--- src/rtl/pool_sched.sv ---
// 2x2 max-pool scheduler: reads layer-0 windows and writes the pooled image to layer-1 memory.
// 6 cycles per window (5 RD + 1 WR), fixed 1-cycle read latency; no stall input, so memory must keep up.
module pool_sched #(
    parameter int DATA_WIDTH  = 20,
    parameter int ADDR_WIDTH  = 12,
    parameter int IMAGE_WIDTH = 64
) (
    input  logic                  clk,
    input  logic                  reset,
    input  logic                  start,
    output logic                  busy,
    output logic                  done,
    output logic                  crd,
    output logic [ADDR_WIDTH-1:0] caddr_rd,
    input  logic [DATA_WIDTH-1:0] cdata_rd,
    output logic                  cwr,
    output logic [ADDR_WIDTH-1:0] caddr_wr,
    output logic [DATA_WIDTH-1:0] cdata_wr,
    output logic [2:0]            csel
);

    localparam int PW = $clog2(IMAGE_WIDTH / 2);
    localparam logic [PW-1:0] PMAX = {PW{1'b1}};
    localparam logic [2:0] CSEL_IDLE = 3'b000;
    localparam logic [2:0] CSEL_L0   = 3'b001;
    localparam logic [2:0] CSEL_L1   = 3'b011;

    typedef enum logic [1:0] {
        S_IDLE,
        S_RD,
        S_WR,
        S_DONE
    } state_t;

    state_t                state_q, state_d;
    logic [PW-1:0]         pr_q, pr_d;
    logic [PW-1:0]         pc_q, pc_d;
    logic [2:0]            k_q, k_d;
    logic [DATA_WIDTH-1:0] max_q, max_d;

    logic                  busy_q, busy_d;
    logic                  done_q, done_d;
    logic                  crd_q, crd_d;
    logic                  cwr_q, cwr_d;
    logic [2:0]            csel_q, csel_d;
    logic [ADDR_WIDTH-1:0] caddr_rd_q, caddr_rd_d;
    logic [ADDR_WIDTH-1:0] caddr_wr_q, caddr_wr_d;
    logic [DATA_WIDTH-1:0] cdata_wr_q, cdata_wr_d;

    logic                  last_win;

    assign last_win = (pr_q == PMAX) && (pc_q == PMAX);

    always_comb begin
        state_d = state_q;
        pr_d    = pr_q;
        pc_d    = pc_q;
        k_d     = k_q;
        max_d   = max_q;

        case (state_q)
            S_IDLE: begin
                if (start) begin
                    state_d = S_RD;
                    pr_d    = '0;
                    pc_d    = '0;
                    k_d     = '0;
                end
            end
            S_RD: begin
                // Data returned this cycle belongs to the read issued at k-1.
                if (k_q == 3'd1) begin
                    max_d = cdata_rd;
                end else if ((k_q >= 3'd2) && (cdata_rd > max_q)) begin
                    max_d = cdata_rd;
                end
                if (k_q == 3'd4) begin
                    state_d = S_WR;
                end else begin
                    k_d = k_q + 3'd1;
                end
            end
            S_WR: begin
                pc_d = pc_q + 1'b1;
                if (pc_q == PMAX) begin
                    pr_d = pr_q + 1'b1;
                end
                k_d     = '0;
                state_d = last_win ? S_DONE : S_RD;
            end
            S_DONE: begin
                state_d = S_IDLE;
            end
            default: begin
                state_d = S_IDLE;
            end
        endcase
    end

    // Outputs are registered from the next-state view so they line up with the state they belong to.
    always_comb begin
        busy_d     = (state_d != S_IDLE);
        done_d     = (state_d == S_DONE);
        crd_d      = 1'b0;
        cwr_d      = 1'b0;
        csel_d     = CSEL_IDLE;
        caddr_rd_d = caddr_rd_q;
        caddr_wr_d = caddr_wr_q;
        cdata_wr_d = cdata_wr_q;

        if (state_d == S_RD) begin
            csel_d = CSEL_L0;
            if (k_d != 3'd4) begin
                crd_d      = 1'b1;
                caddr_rd_d = ADDR_WIDTH'({pr_d, k_d[1], pc_d, k_d[0]});
            end
        end else if (state_d == S_WR) begin
            cwr_d      = 1'b1;
            csel_d     = CSEL_L1;
            caddr_wr_d = ADDR_WIDTH'({pr_d, pc_d});
            cdata_wr_d = max_d;
        end
    end

    always_ff @(posedge clk or posedge reset) begin
        if (reset) begin
            state_q    <= S_IDLE;
            pr_q       <= '0;
            pc_q       <= '0;
            k_q        <= '0;
            max_q      <= '0;
            busy_q     <= 1'b0;
            done_q     <= 1'b0;
            crd_q      <= 1'b0;
            cwr_q      <= 1'b0;
            csel_q     <= CSEL_IDLE;
            caddr_rd_q <= '0;
            caddr_wr_q <= '0;
            cdata_wr_q <= '0;
        end else begin
            state_q    <= state_d;
            pr_q       <= pr_d;
            pc_q       <= pc_d;
            k_q        <= k_d;
            max_q      <= max_d;
            busy_q     <= busy_d;
            done_q     <= done_d;
            crd_q      <= crd_d;
            cwr_q      <= cwr_d;
            csel_q     <= csel_d;
            caddr_rd_q <= caddr_rd_d;
            caddr_wr_q <= caddr_wr_d;
            cdata_wr_q <= cdata_wr_d;
        end
    end

    assign busy     = busy_q;
    assign done     = done_q;
    assign crd      = crd_q;
    assign cwr      = cwr_q;
    assign csel     = csel_q;
    assign caddr_rd = caddr_rd_q;
    assign caddr_wr = caddr_wr_q;
    assign cdata_wr = cdata_wr_q;

endmodule

--- config.mk ---
export PLATFORM = sky130hd
export DESIGN_NAME = pool_sched
export DESIGN_NICKNAME = d
export VERILOG_FILES = /design/src/rtl/pool_sched.sv
export SDC_FILE = /design/constraint.sdc
export NUM_CORES = 1
export LEC_CHECK = 0
export BUFFER_PORTS_ARGS = -buffer_cell sky130_fd_sc_hd__buf_2
export CAP_MARGIN = 20
export CORE_AREA = 10 10 102 104
export CTS_CLUSTER_DIAMETER = 120
export DETAILED_ROUTE_END_ITERATION = 7
export DIE_AREA = 0 0 112 114
export GPL_TIMING_DRIVEN = 0
export PLACE_DENSITY = 0.86
export SLEW_MARGIN = 20
export SYNTH_ARGS = -nofsm -noshare
export SYNTH_HDL_FRONTEND = slang
export SYNTH_SLANG_ARGS = --single-unit
export TNS_END_PERCENT = 5
--- constraint.sdc ---
create_clock -name clk -period 8.67 [get_ports clk]
set_input_delay 2.601 -clock clk [delete_from_list [all_inputs] [get_ports clk]]
set_output_delay 2.601 -clock clk [all_outputs]
set_load 0.03 [all_outputs]
# --- Word-level counts from Yosys, hierarchy flattened ---
# Index checks and enable logic that the tools add are counted.
totals:
  wordCells: 57
  mem_count: 0
  inputBits: 23
  ram_bits: 0
  latchBits: 0
  regBits: 84
  rom_bits: 0
op_classes:
  div: 0
  order_cmp: 2
  shift: 0
  eq_ne: 11
  n_mul: 0
  addsub: 3
  muxes: 21
  bitwise: 1
  n_reduce_logical: 6
op_table:
  columns: ["cell", "n"]
  rows:
  - ["20-bit two-way mux", 3]
  - ["20-bit greater-than comparator", 1]
  - ["5-bit case mux with 2 select lines", 2]
  - ["5-bit two-way mux", 3]
  - ["5-bit by 1-bit adder with 5-bit output (second input constant)", 2]
  - ["5-bit equality test (second input constant)", 2]
  - ["2-bit two-way mux", 5]
  - ["3-bit case mux with 3 select lines", 1]
  - ["2-bit equality test (second input constant)", 4]
  - ["2-bit case mux with 4 select lines", 1]
  - ["3-bit two-way mux", 2]
  - ["2-bit by 1-bit equality test with 1-bit output (second input constant)", 2]
  - ["1-bit two-way mux", 4]
  - ["2-bit AND reduction", 2]
  - ["3-bit by 1-bit adder with 3-bit output (second input constant)", 1]
  - ["3-bit by 1-bit equality test with 1-bit output (second input constant)", 1]
  - ["3-bit equality test (second input constant)", 1]
  - ["3-bit by 2-bit >= comparator with 1-bit output (second input constant)", 1]
  - ["3-bit inequality test (second input constant)", 1]
  - ["1-bit logical AND", 2]
  - ["2-bit logical NOT", 1]
  - ["2-bit nonzero test", 1]
  - ["1-bit NOT", 1]

# --- Logic depth before layout (Yosys ltp) ---
depth:
  ltp_word: 7
  ltp_mapped: 13
  depth_no_buf: 11

# --- Least setup slack after synthesis ---
# No wires, ideal clock.
synth_path:
  path_kind: "input -> register"
  startpoint: "input start"
  endpoint: "register caddr_wr_q[0] (netlist: caddr_wr[0])"
  t_arrival_ns: 4.294
  t_required_ns: 8.545
  cell_stages: 7
  path_slack_ns: 4.251
  cell_sequence: "o21bai_1 -> clkbuf_1 -> o21a_1 -> ha_1 -> clkbuf_1 -> clkbuf_1 -> mux2_2"
synth_via:
  elab_chain_cells: 5
synth_rtl:
  columns: ["element", "line", "rtl"]
  rows:
  - ["from (decl)", "10", "input logic start,"]
  - ["2-bit two-way mux", "63", "if (start) begin"]
  - ["2-bit case mux with 4 select lines", "61", "case (state_q)"]
  - ["2-bit by 1-bit equality test with 1-bit output", "111", "if (state_d == S_RD) begin"]
  - ["1-bit NOT (no line)", null, null]
  - ["2-bit AND reduction (no line)", null, null]
  - ["to (signal assigned)", "152", "caddr_wr_q <= caddr_wr_d;"]
  - ["to (decl)", "47", "logic [ADDR_WIDTH-1:0] caddr_wr_q, caddr_wr_d;"]
# Several ways; a longest one is shown, not always the timed one.
# A chain may end at the register's enable or synchronous reset.

# --- Worst setup path in the final report ---
layout_path:
  startpoint: "input start"
  endpoint: "register cdata_wr_q[0] (netlist: cdata_wr[0])"
layout_via:
  elab_chain_cells: 5
layout_rtl:
  columns: ["element", "line", "rtl"]
  rows:
  - ["2-bit two-way mux *", "63", null]
  - ["2-bit case mux with 4 select lines *", "61", null]
  - ["2-bit by 1-bit equality test with 1-bit output", "111", null]
  - ["1-bit NOT (no line)", null, null]
  - ["2-bit AND reduction (no line) *", null, null]
  - ["to (signal assigned)", "153", "cdata_wr_q <= cdata_wr_d;"]
  - ["to (decl)", "48", "logic [DATA_WIDTH-1:0] cdata_wr_q, cdata_wr_d;"]
# Mark *: on every way between the ends. The rest lies on a longest branch, timed or not.

==> impl_metrics.tcl <==
set metrics [dict create \
    period_needed_ps 4710 \
    htree_levels 3 \
    hp-class "flop to flop" \
    antenna_found_initial 0 \
    vias 3716 \
    synth.largest_area_cell "dfrtp_1" \
    wirelength_um 11500 \
    grt_use_total 0.180 \
    drtAntennaViolNets 0 \
    synth_top_area_share 0.428 \
    leakage_uw 0.00254 \
    cts_resized 0 \
    wire_per_inst_um 18.0 \
    layout-drive-gt1-share 0.306 \
    synth_area_per_cell_um2 10.9 \
    synth.distinct_cells 50 \
    synthTopCellsByCount "dfrtp_1, ha_1, inv_1" \
    numClockSinks 82 \
    io_buffers 70 \
    cts_tree "done" \
    grt_max_degree 55 \
    synth_area_leaders "dfrtp_1, mux2_4, ha_1" \
    dieArea_mm2 0.0128 \
    post-route-period-util 0.543 \
    worstPathMaxFanout 10 \
    via_per_inst 5.82 \
    antenna_cells 0 \
    tightest_slew_ps 692 \
    dieWidth_um 112 \
    final_util 0.651 \
    crit_arrival_ps 4970 \
    seq_area_mm2 0.00205 \
    setup_viol 0 \
    powerDensity_mw_per_mm2 198 \
    multi_input_area_mm2 0.00244 \
    num-nets-final 579 \
    slew_headroom 0.538 \
    syn_to_final_growth_pct 15.0 \
    fmax_mhz 212 \
    cts_setup_buffers 0 \
    cp.required_ps 8930 \
    clock_path_buffers 2 \
    yosysMostFrequentCell "dfrtp_1" \
    grt_pass1_vias 3860 \
    whs_ps 498 \
    grt_pass1_wl_um 19300 \
    grt_setup_unrepaired "false" \
    clock_skew_ps 11.3 \
    cts-root-buf "clkbuf_8" \
    clk_pin_slew_ps 90 \
    async_flop_share 1.00 \
    yosysSeqAreaShare 0.428 \
    nFillCells 682 \
    core-area_mm2 0.00847 \
    syn_area_mm2 0.00479 \
    startpoint_type "input pin" \
    max_cap_viol_count 0 \
    path_class "input pin to flop" \
    cts_hold_buf 0 \
    ios 74 \
    dp_hpwl_um 8290 \
    insertion_delay_ps 360 \
    slew_viol_final 0 \
    overflow 0 \
    cts_inserted_buffers 9 \
    syn_inst 441 \
    core.rowCount 34 \
    peakVddDrop_v 0.000120 \
    die_y_um 114 \
    dr.pass1.iters 5 \
    synthFlopType "dfrtp_1" \
    hold_viol 0 \
    gp_congestion 0.842 \
    synth_edf_count 0 \
    first_iter_violations 245 \
    setup_tns_ps 0 \
    endpoint_kind "flop" \
    status "finished, final reports clean" \
    synth_seq_cells 82 \
    drc 0 \
    ys_warn_count 0 \
    start_util 0.566 \
]
-- sequential cells by signal (all words and copies together) (netlist names) --
signal,count
pc_q,5
done,1
caddr_wr,10
state_q,2
max_q,20
crd,1
busy,1
k_q,3
caddr_rd,12
csel,2
pr_q,5
cdata_wr,20
-- layout by cell type (no fill, tap or decap), types with 3 or more instances in the layout --
cell type	count
or3_1	19
a221oi_1	10
conb_1	3
nor2b_1	4
buf_2	76
nor3_1	24
a22o_1	5
a21oi_1	15
dfrtp_1	82
nor2_1	29
nand2_1	18
o21ai_1	9
nand2b_1	20
buf_4	5
o211ai_1	20
a221oi_2	10
clkbuf_8	9
nand4_1	6
mux2_2	11
inv_6	3
inv_1	30
clkbuf_1	12
mux2_4	29
ha_1	31
o21ai_0	5
nand3_1	5
-- area by class of cell --
class | count | area share
timing repair buffer | 71 | 0.0686
inverter | 33 | 0.0229
sequential | 82 | 0.372
multi-input combinational | 299 | 0.442
tap | 108 | 0.0245
clock buffer | 9 | 0.0225
clock inverter | 7 | 0.0127
buffer | 29 | 0.0343
-- through the flow --
stage / instances / total power [uW] / instance area [um2] / setup slack [ps]
2_1_floorplan: 443 / 729 / 4800 / 3960
3_3_place_gp: 621 / 811 / 5290 / 3000
3_5_place_dp: 622 / 824 / 5320 / 3570
4_1_cts: 638 / 1100 / 5510 / 3950
5_1_grt: 638 / 1150 / 5510 / 3750
6_report: 638 / 1090 / 5510 / 3960
-- worst max-delay path, stage by stage --
cell	delay, ps
buf_2	110
o21bai_1	160
clkbuf_1	390
o21a_1	260
ha_1	190
clkbuf_1	270
clkbuf_1	440
o211ai_1	200
a221oi_1	340
-- path summary, 6_finish.rpt --
kind,endpoint,slack (ps),cells after the start,from
min reg2reg,caddr_rd[10],500,1,caddr_rd[10]
min in group asynchronous,csel[1],2220,2,reset
max reg2reg,cdata_wr[0],5400,12,pc_q[1]
min,caddr_rd[10],500,1,caddr_rd[10]
max in group asynchronous,k_q[2],5870,3,reset
max,cdata_wr[0],3960,9,start
-- routing by layer --
metal / up-vias / track usage / share of wire
li1: 1748 / - / -
met1: 1832 / 0.215 / 0.41
met2: 120 / 0.312 / 0.52
met3: 16 / 0.0415 / 0.056
met4: 0 / 0.0626 / 0.014
met5: - / 0 / 0
-- power breakdown --
part | internal, uW | leakage (uW) | switching (uW)
Sequential | 438 | 0.000943 | 44.1
Combinational | 135 | 0.00150 | 201
Clock | 112 | 0.0000955 | 161
-- cells by family (layout without fill, tap and decap cells) --
kind of cell	after synthesis	count (layout)	synth area share
AND/OR/NAND/NOR	133	133	0.150
adder cells (fa/ha/maj)	31	31	0.0809
flip-flops	82	82	0.428
AO/OA/AOI/OAI	88	88	0.150
buffers and inverters	62	149	0.0652
other	1	3	0.000782
multiplexers	44	44	0.126
No activity file was read; power rests on OpenSTA's default activity.
